==> src/rtl/mem_reg_xfer_ctrl.sv <==
// Command sequencer driving the data memory and register-file ports.
// Each accepted command runs as a fixed READ/WAIT/WRITE strobe sequence.
module mem_reg_xfer_ctrl #(
    parameter int unsigned ADDR_W = 10,
    parameter int unsigned DATA_W = 32,
    parameter int unsigned CNT_W  = 16
) (
    input  logic              clk,
    input  logic              rst,
    input  logic              cmd_valid,
    output logic              cmd_ready,
    input  logic [1:0]        cmd_op,
    input  logic [ADDR_W-1:0] cmd_mem_addr,
    input  logic [ADDR_W-1:0] cmd_reg_src,
    input  logic [ADDR_W-1:0] cmd_reg_dst,
    input  logic [DATA_W-1:0] cmd_data,
    output logic [ADDR_W-1:0] mem_addr,
    output logic              mem_re,
    output logic              mem_we,
    output logic [DATA_W-1:0] mem_wdata,
    input  logic [DATA_W-1:0] mem_rdata,
    output logic [ADDR_W-1:0] reg_raddr,
    output logic              reg_re,
    input  logic [DATA_W-1:0] reg_rdata,
    output logic [ADDR_W-1:0] reg_waddr,
    output logic              reg_we,
    output logic [DATA_W-1:0] reg_wdata,
    output logic              done,
    output logic              busy,
    output logic [CNT_W-1:0]  xfer_count
);

    typedef enum logic [1:0] {StIdle, StRead, StWait, StWrite} state_e;

    localparam logic [1:0] OpWriteI = 2'b00;
    localparam logic [1:0] OpLoad   = 2'b01;
    localparam logic [1:0] OpStore  = 2'b10;

    state_e              state_q, state_d;
    logic [1:0]          op_q, op_d;
    logic [ADDR_W-1:0]   maddr_q, maddr_d;
    logic [ADDR_W-1:0]   dst_q, dst_d;
    logic                cmd_ready_q, cmd_ready_d;
    logic [ADDR_W-1:0]   mem_addr_q, mem_addr_d;
    logic                mem_re_q, mem_re_d;
    logic                mem_we_q, mem_we_d;
    logic [DATA_W-1:0]   mem_wdata_q, mem_wdata_d;
    logic [ADDR_W-1:0]   reg_raddr_q, reg_raddr_d;
    logic                reg_re_q, reg_re_d;
    logic [ADDR_W-1:0]   reg_waddr_q, reg_waddr_d;
    logic                reg_we_q, reg_we_d;
    logic [DATA_W-1:0]   reg_wdata_q, reg_wdata_d;
    logic                done_q, done_d;
    logic                busy_q, busy_d;
    logic [CNT_W-1:0]    cnt_q, cnt_d;
    logic [CNT_W-1:0]    cnt_inc;

    assign cnt_inc = (cnt_q == '1) ? cnt_q : cnt_q + CNT_W'(1);

    // Outputs are registered, so each branch computes the values for the state being entered.
    always_comb begin
        state_d     = state_q;
        op_d        = op_q;
        maddr_d     = maddr_q;
        dst_d       = dst_q;
        cmd_ready_d = 1'b0;
        mem_addr_d  = mem_addr_q;
        mem_re_d    = 1'b0;
        mem_we_d    = 1'b0;
        mem_wdata_d = mem_wdata_q;
        reg_raddr_d = reg_raddr_q;
        reg_re_d    = 1'b0;
        reg_waddr_d = reg_waddr_q;
        reg_we_d    = 1'b0;
        reg_wdata_d = reg_wdata_q;
        done_d      = 1'b0;
        busy_d      = 1'b1;
        cnt_d       = cnt_q;

        case (state_q)
            StIdle: begin
                cmd_ready_d = 1'b1;
                busy_d      = 1'b0;
                if (cmd_valid) begin
                    op_d        = cmd_op;
                    maddr_d     = cmd_mem_addr;
                    dst_d       = cmd_reg_dst;
                    cmd_ready_d = 1'b0;
                    busy_d      = 1'b1;
                    if (cmd_op == OpWriteI) begin
                        state_d     = StWrite;
                        reg_we_d    = 1'b1;
                        reg_waddr_d = cmd_reg_dst;
                        reg_wdata_d = cmd_data;
                        done_d      = 1'b1;
                        cnt_d       = cnt_inc;
                    end else begin
                        state_d = StRead;
                        if (cmd_op == OpLoad) begin
                            mem_re_d   = 1'b1;
                            mem_addr_d = cmd_mem_addr;
                        end else begin
                            reg_re_d    = 1'b1;
                            reg_raddr_d = cmd_reg_src;
                        end
                    end
                end
            end
            StRead: state_d = StWait;
            StWait: begin
                // Read data arrives this cycle; it is captured straight into the write-data register.
                state_d = StWrite;
                done_d  = 1'b1;
                cnt_d   = cnt_inc;
                if (op_q == OpStore) begin
                    mem_we_d    = 1'b1;
                    mem_addr_d  = maddr_q;
                    mem_wdata_d = reg_rdata;
                end else begin
                    reg_we_d    = 1'b1;
                    reg_waddr_d = dst_q;
                    reg_wdata_d = (op_q == OpLoad) ? mem_rdata : reg_rdata;
                end
            end
            StWrite: begin
                state_d     = StIdle;
                cmd_ready_d = 1'b1;
                busy_d      = 1'b0;
            end
            default: state_d = StIdle;
        endcase
    end

    always_ff @(posedge clk or posedge rst) begin
        if (rst) begin
            state_q     <= StIdle;
            op_q        <= '0;
            maddr_q     <= '0;
            dst_q       <= '0;
            // Reset lands in IDLE, so the controller is ready as soon as reset releases.
            cmd_ready_q <= 1'b1;
            mem_addr_q  <= '0;
            mem_re_q    <= 1'b0;
            mem_we_q    <= 1'b0;
            mem_wdata_q <= '0;
            reg_raddr_q <= '0;
            reg_re_q    <= 1'b0;
            reg_waddr_q <= '0;
            reg_we_q    <= 1'b0;
            reg_wdata_q <= '0;
            done_q      <= 1'b0;
            busy_q      <= 1'b0;
            cnt_q       <= '0;
        end else begin
            state_q     <= state_d;
            op_q        <= op_d;
            maddr_q     <= maddr_d;
            dst_q       <= dst_d;
            cmd_ready_q <= cmd_ready_d;
            mem_addr_q  <= mem_addr_d;
            mem_re_q    <= mem_re_d;
            mem_we_q    <= mem_we_d;
            mem_wdata_q <= mem_wdata_d;
            reg_raddr_q <= reg_raddr_d;
            reg_re_q    <= reg_re_d;
            reg_waddr_q <= reg_waddr_d;
            reg_we_q    <= reg_we_d;
            reg_wdata_q <= reg_wdata_d;
            done_q      <= done_d;
            busy_q      <= busy_d;
            cnt_q       <= cnt_d;
        end
    end

    assign cmd_ready  = cmd_ready_q;
    assign mem_addr   = mem_addr_q;
    assign mem_re     = mem_re_q;
    assign mem_we     = mem_we_q;
    assign mem_wdata  = mem_wdata_q;
    assign reg_raddr  = reg_raddr_q;
    assign reg_re     = reg_re_q;
    assign reg_waddr  = reg_waddr_q;
    assign reg_we     = reg_we_q;
    assign reg_wdata  = reg_wdata_q;
    assign done       = done_q;
    assign busy       = busy_q;
    assign xfer_count = cnt_q;

endmodule

==> config.mk <==
export PLATFORM = sky130hd
export DESIGN_NAME = mem_reg_xfer_ctrl
export DESIGN_NICKNAME = d
export VERILOG_FILES = /design/src/rtl/mem_reg_xfer_ctrl.sv
export SDC_FILE = /design/constraint.sdc
export NUM_CORES = 1
export LEC_CHECK = 0
export ABC_AREA = 1
export BUFFER_PORTS_ARGS = -buffer_cell sky130_fd_sc_hd__buf_4
export CAP_MARGIN = 10
export CORE_ASPECT_RATIO = 1.5
export CORE_MARGIN = 3
export CORE_UTILIZATION = 40
export DETAILED_ROUTE_END_ITERATION = 6
export PLACE_DENSITY = 0.63
export SETUP_SLACK_MARGIN = 0.5
export SYNTH_ARGS = -nofsm -noshare
export SYNTH_HDL_FRONTEND = slang
export SYNTH_SLANG_ARGS = --single-unit
==> constraint.sdc <==
create_clock -name clk -period 5.5 [get_ports clk]
set_clock_uncertainty 0.05 [all_clocks]
set_input_delay 0.55 -clock clk [delete_from_list [all_inputs] [get_ports clk]]
set_output_delay 0.55 -clock clk [all_outputs]
set_load 0.1 [all_outputs]
After elaboration in Yosys (flattened, before gate mapping)
Cells that the tools add are included.

operators by class
  add/subtract/negate cells = 1
  equality and inequality tests = 13
  muxes and demuxes = 40
  bitwise logic cells = 2
  reduce and logical (&&, ||, !) cells = 9

operators with widths
  cell                                                                   number
  32-bit 2-to-1 mux                                                      4
  10-bit 2-to-1 mux                                                      7
  32-bit one-hot mux with 2 select lines                                 1
  16-bit 2-to-1 mux                                                      3
  10-bit one-hot mux with 2 select lines                                 2
  16-bit one-hot mux with 2 select lines                                 1
  16-bit by 1-bit adder with 16-bit output, second input constant        1
  16-bit equality test, second input constant                            1
  1-bit 2-to-1 mux                                                       15
  2-bit != test, second input constant                                   6
  1-bit one-hot mux with 2 select lines                                  4
  2-bit one-hot mux with 4 select lines                                  1
  4-bit AND reduction                                                    2
  2-bit by 1-bit equality test with 1-bit output, second input constant  3
  2-bit equality test, second input constant                             3
  5-bit AND reduction                                                    1
  2-bit logical NOT                                                      2
  2-bit 2-to-1 mux                                                       2
  2-bit AND reduction                                                    2
  3-bit AND reduction                                                    1
  1-bit NOT                                                              2
  2-bit nonzero test                                                     1

word-level totals
  register bits = 141
  bits of input ports = 131
  output and inout port bits = 117
  logic and storage cells = 82

Depth between registers and ports, before layout
  depth after elaboration = 5
  mapped depth = 11
  gate-level depth less buffers = 10

Worst setup path after synthesis
No wires, ideal clock.

  path kind = flip-flop to flip-flop
  start = reg cnt_q[0], in the netlist xfer_count[0]
  end = reg cnt_q[5], in the netlist xfer_count[5]
  setup time = 0.120 ns
  arrival = 2.153 ns
  data required time = 5.330 ns
  setup slack = 3.177 ns
  cell stages (with the launch flop) = 10
  buffers on the path = 1
  clock period less this slack = 2.323 ns
  cells stage by stage = dfrtp_1 ha_1 inv_1 nor2_2 nand2_1 nor2_2 nor2_4 buf_4 nand2_1 nand2_1

between the ends
  longest elaborated chain between the ends = 5
  elaborated cells on any way between the ends = 6
  those cells by class = 1 x add/sub; 1 x eq/ne; 4 x mux

ends and longest elaborated chain
  element                                                                           line  text
  start: declaration                                                                55    logic [CNT_W-1:0] cnt_q, cnt_d;
  start signal: assignment                                                          171   cnt_q <= cnt_d;
  16-bit by 1-bit adder with 16-bit output or 16-bit equality test (tied branches)  58    assign cnt_inc = (cnt_q == '1) ? cnt_q : cnt_q + CNT_W'(1);
  16-bit 2-to-1 mux (*)                                                             58
  16-bit 2-to-1 mux                                                                 90    if (cmd_op == OpWriteI) begin
  16-bit 2-to-1 mux                                                                 84    if (cmd_valid) begin
  16-bit one-hot mux with 2 select lines (*)                                        80    case (state_q)

Mark *: on every way between the ends. The rest lies on a longest branch, timed or not. The select of a mux whose other input is x is not followed.
A chain may end at the register's enable or synchronous reset.

Worst setup path in the final report
  start = reg state_q[0]
  end = reg reg_waddr_q[4], in the netlist reg_waddr[4]

between the ends
  longest elaborated chain between the ends = 3
  elaborated cells on any way between the ends = 8
  those cells by class = 4 x eq/ne; 1 x mux; 3 x reduce/logical

ends and longest elaborated chain
  element                                                        line  text
  start: declaration                                             39    state_e state_q, state_d;
  start signal: assignment                                       136   state_q <= StIdle;
  start signal: assignment                                       155   state_q <= state_d;
  2-bit equality test or 2-bit logical NOT (tied branches)       80
  2-bit != test (no line) or 2-bit nonzero test (tied branches)  -
  4-bit AND reduction (no line)                                  -
  end signal: assignment                                         166   reg_waddr_q <= reg_waddr_d;
  end: declaration                                               50    logic [ADDR_W-1:0] reg_waddr_q, reg_waddr_d;

Parallel ways exist; a longest one is shown, timed or not.

==> flow_metrics.env <==
export IMPL_syn_nets=982
export IMPL_fin_nets=1206
export IMPL_io_pins=248
export IMPL_cts_resized=0
export IMPL_finalSetupViolCount=0
export IMPL_timing_final_crit_period_ns=3.18
export IMPL_drtIter0Drc=328
export IMPL_htreeDepth=4
export IMPL_start_util_pct=40.9
export IMPL_netlist_instances=847
export IMPL_port_buffers=247
export IMPL_antenna_found_initial=0
export IMPL_drt_wirelength_per_cell_um=14.9
export IMPL_area_growth_pct=38.7
export IMPL_hp_class="input port to asynchronous set/reset pin"
export IMPL_finalMaxSlewViolations=0
export IMPL_wirelength_um=19200
export IMPL_status="complete, no violations"
export IMPL_cts_tree="done"
export IMPL_gp_congestion=0.822
export IMPL_worst_r2r_path_depth=10
export IMPL_yosysWarnings=0
export IMPL_cp_arrival_ns=3.44
export IMPL_cts_made_buffers=17
export IMPL_worstMarginPinSlew_ns=1.13
export IMPL_startpoint_type="register"
export IMPL_grt_total_usage_pct=20.8
export IMPL_maxCapViolations=0
export IMPL_grt_overflow=0
export IMPL_antenna_cells=0
export IMPL_finalHoldViolCount=0
export IMPL_cts_clk_slew_worst_paths_ns=0.06
export IMPL_dr_pass1_iters=5
export IMPL_clkSinkCount=141
export IMPL_crit_required_ns=5.75
export IMPL_drive_above_1_share_pct=27.2
export IMPL_place_area_sq_um=8580
export IMPL_finalCritPeriodShare_pct=57.8
export IMPL_die_h_um=164
export IMPL_critPathMaxFanout=52
export IMPL_post_drt_via_cell_ratio=4.79
export IMPL_seq_area_frac_synth_pct=53.1
export IMPL_synth_distinct_cells=29
export IMPL_synth_avg_cell_area_sq_um=7.85
export IMPL_postCtsSetupBuffers=0
export IMPL_worst_slack_ns=2.32
export IMPL_dieArea_sq_um=18200
export IMPL_place_ws_ns=2.30
export IMPL_num_vias=6177
export IMPL_cts_hold_fix_buffers=0
export IMPL_netlist_area_sq_um=6650
export IMPL_relSlewSlack_pct=24.7
export IMPL_grt_pass1_wl_um=30500
export IMPL_setup_tns_final_ns=0
export IMPL_crit_type="register to register"
export IMPL_dpl_hpwl_um=13900
export IMPL_fin_area_sq_um=9220
export IMPL_grt_pass1_vias=5778
export IMPL_core_area_sq_um=16300
export IMPL_drc=0
export IMPL_clock_latency_ns=0.42
export IMPL_ys_ff_latch=141
export IMPL_fp_dieW_um=111
export IMPL_row_count=57
export IMPL_worst_hold_slack_ns=0.209
export IMPL_grt_max_degree=99
export IMPL_endpoint_kind="register"
export IMPL_cts_buffer_depth=2
export IMPL_ant_nets=0
export IMPL_grt_setup_unrepaired="false"
export IMPL_fmaxAchievable_ghz=0.314
export IMPL_clockRootBuffer="clkbuf_16"
sequential cells by signal (all words and copies together) (netlist names), 2 cells and up:
name        count
reg_waddr      10
xfer_count     16
state_q         2
reg_raddr      10
mem_wdata      32
maddr_q        10
op_q            2
mem_addr       10
dst_q          10
reg_wdata      32
per-stage QoR:
step                      utilization (%)  cells
after floorplan                         -    847
after global placement               52.7   1258
after detailed placement             52.7   1258
after CTS                            56.7   1290
after global routing                 56.7   1290
final                                56.7   1290
path summary, 6_finish.rpt:
kind | startpoint | endpoint | slack [ns]
worst max-delay path | state_q[0]$_DFFE_PP0P_ | reg_waddr[4]$_DFFE_PP0P_ | 2.32
max in group asynchronous | rst | dst_q[9]$_DFFE_PP0P_ | 3.97
min in group clk | cmd_reg_src[6] | reg_raddr[6]$_DFFE_PP0P_ | 0.27
worst min-delay path | rst | xfer_count[5]$_DFFE_PP0P_ | 0.21
worst min register to register | reg_raddr[0]$_DFFE_PP0P_ | reg_raddr[0]$_DFFE_PP0P_ | 0.43
worst max register to register | state_q[0]$_DFFE_PP0P_ | reg_waddr[4]$_DFFE_PP0P_ | 2.32
Yosys cell counts (all sizes together):
master	instances	area, sq um
xor2	1	8.76
dfstp	1	26.3
inv	72	273
nand3	11	55.1
nor3	1	16.3
dfrtp	140	3500
mux2i	4	40.0
o211ai	1	7.51
o21a	10	75.1
nand4	3	18.8
nor2	27	121
ha	4	50.1
xnor2	5	43.8
clkbuf	23	86.3
o21ai	149	746
a21oi	33	165
nand3b	1	7.51
buf	21	123
nand2	339	1280
o22ai	1	6.26
per-layer routing:
layer	global-route usage, %	vias up	wire length [um]
met2	35.8	168	9890
met3	3.83	19	822
met5	0	-	0
met1	26.6	2853	8160
li1	-	3137	-
met4	7.19	0	377
layout make-up:
class | count | area, sq um
clock inverters | 14 | 208
inverters | 72 | 278
flip-flops and latches | 141 | 3530
multi-input cells | 590 | 2640
clock buffers | 18 | 439
repair buffers | 249 | 1870
well taps | 206 | 258
fillers | 1618 | 7040
critical path, stage by stage (launching register included):
cell	delay, ns
dfrtp_1	0.38
inv_1	0.10
ha_1	0.23
nand2_2	0.40
inv_2	0.28
nand2_2	0.09
nand2_1	0.10
inv_2	0.21
nor2_4	0.91
nand2_1	0.12
o21a_1	0.15
cell usage in the layout, fill, tap and decap left out, types with 5 or more instances in the layout:
cell type  count
nand2_1      336
buf_4        249
dfrtp_1      140
o21ai_0      116
inv_1         67
o21ai_1       33
a21oi_1       33
nor2_1        23
clkbuf_16     17
nand3_1       11
o21a_1        10
xnor2_1        5
logic make-up after synthesis:
kind of cell / count (synthesis) / synth area share, %
AND/OR/NAND/NOR: 382 / 22.5
XOR/XNOR: 6 / 0.790
AO/OA/AOI/OAI: 194 / 15.0
multiplexers: 4 / 0.602
adder cells (fa/ha/maj): 4 / 0.753
buffers and inverters: 116 / 7.24
flip-flops: 141 / 53.1
Power is not shown: default switching activity piles up to over one toggle a cycle in this logic, so the estimate is an artifact.
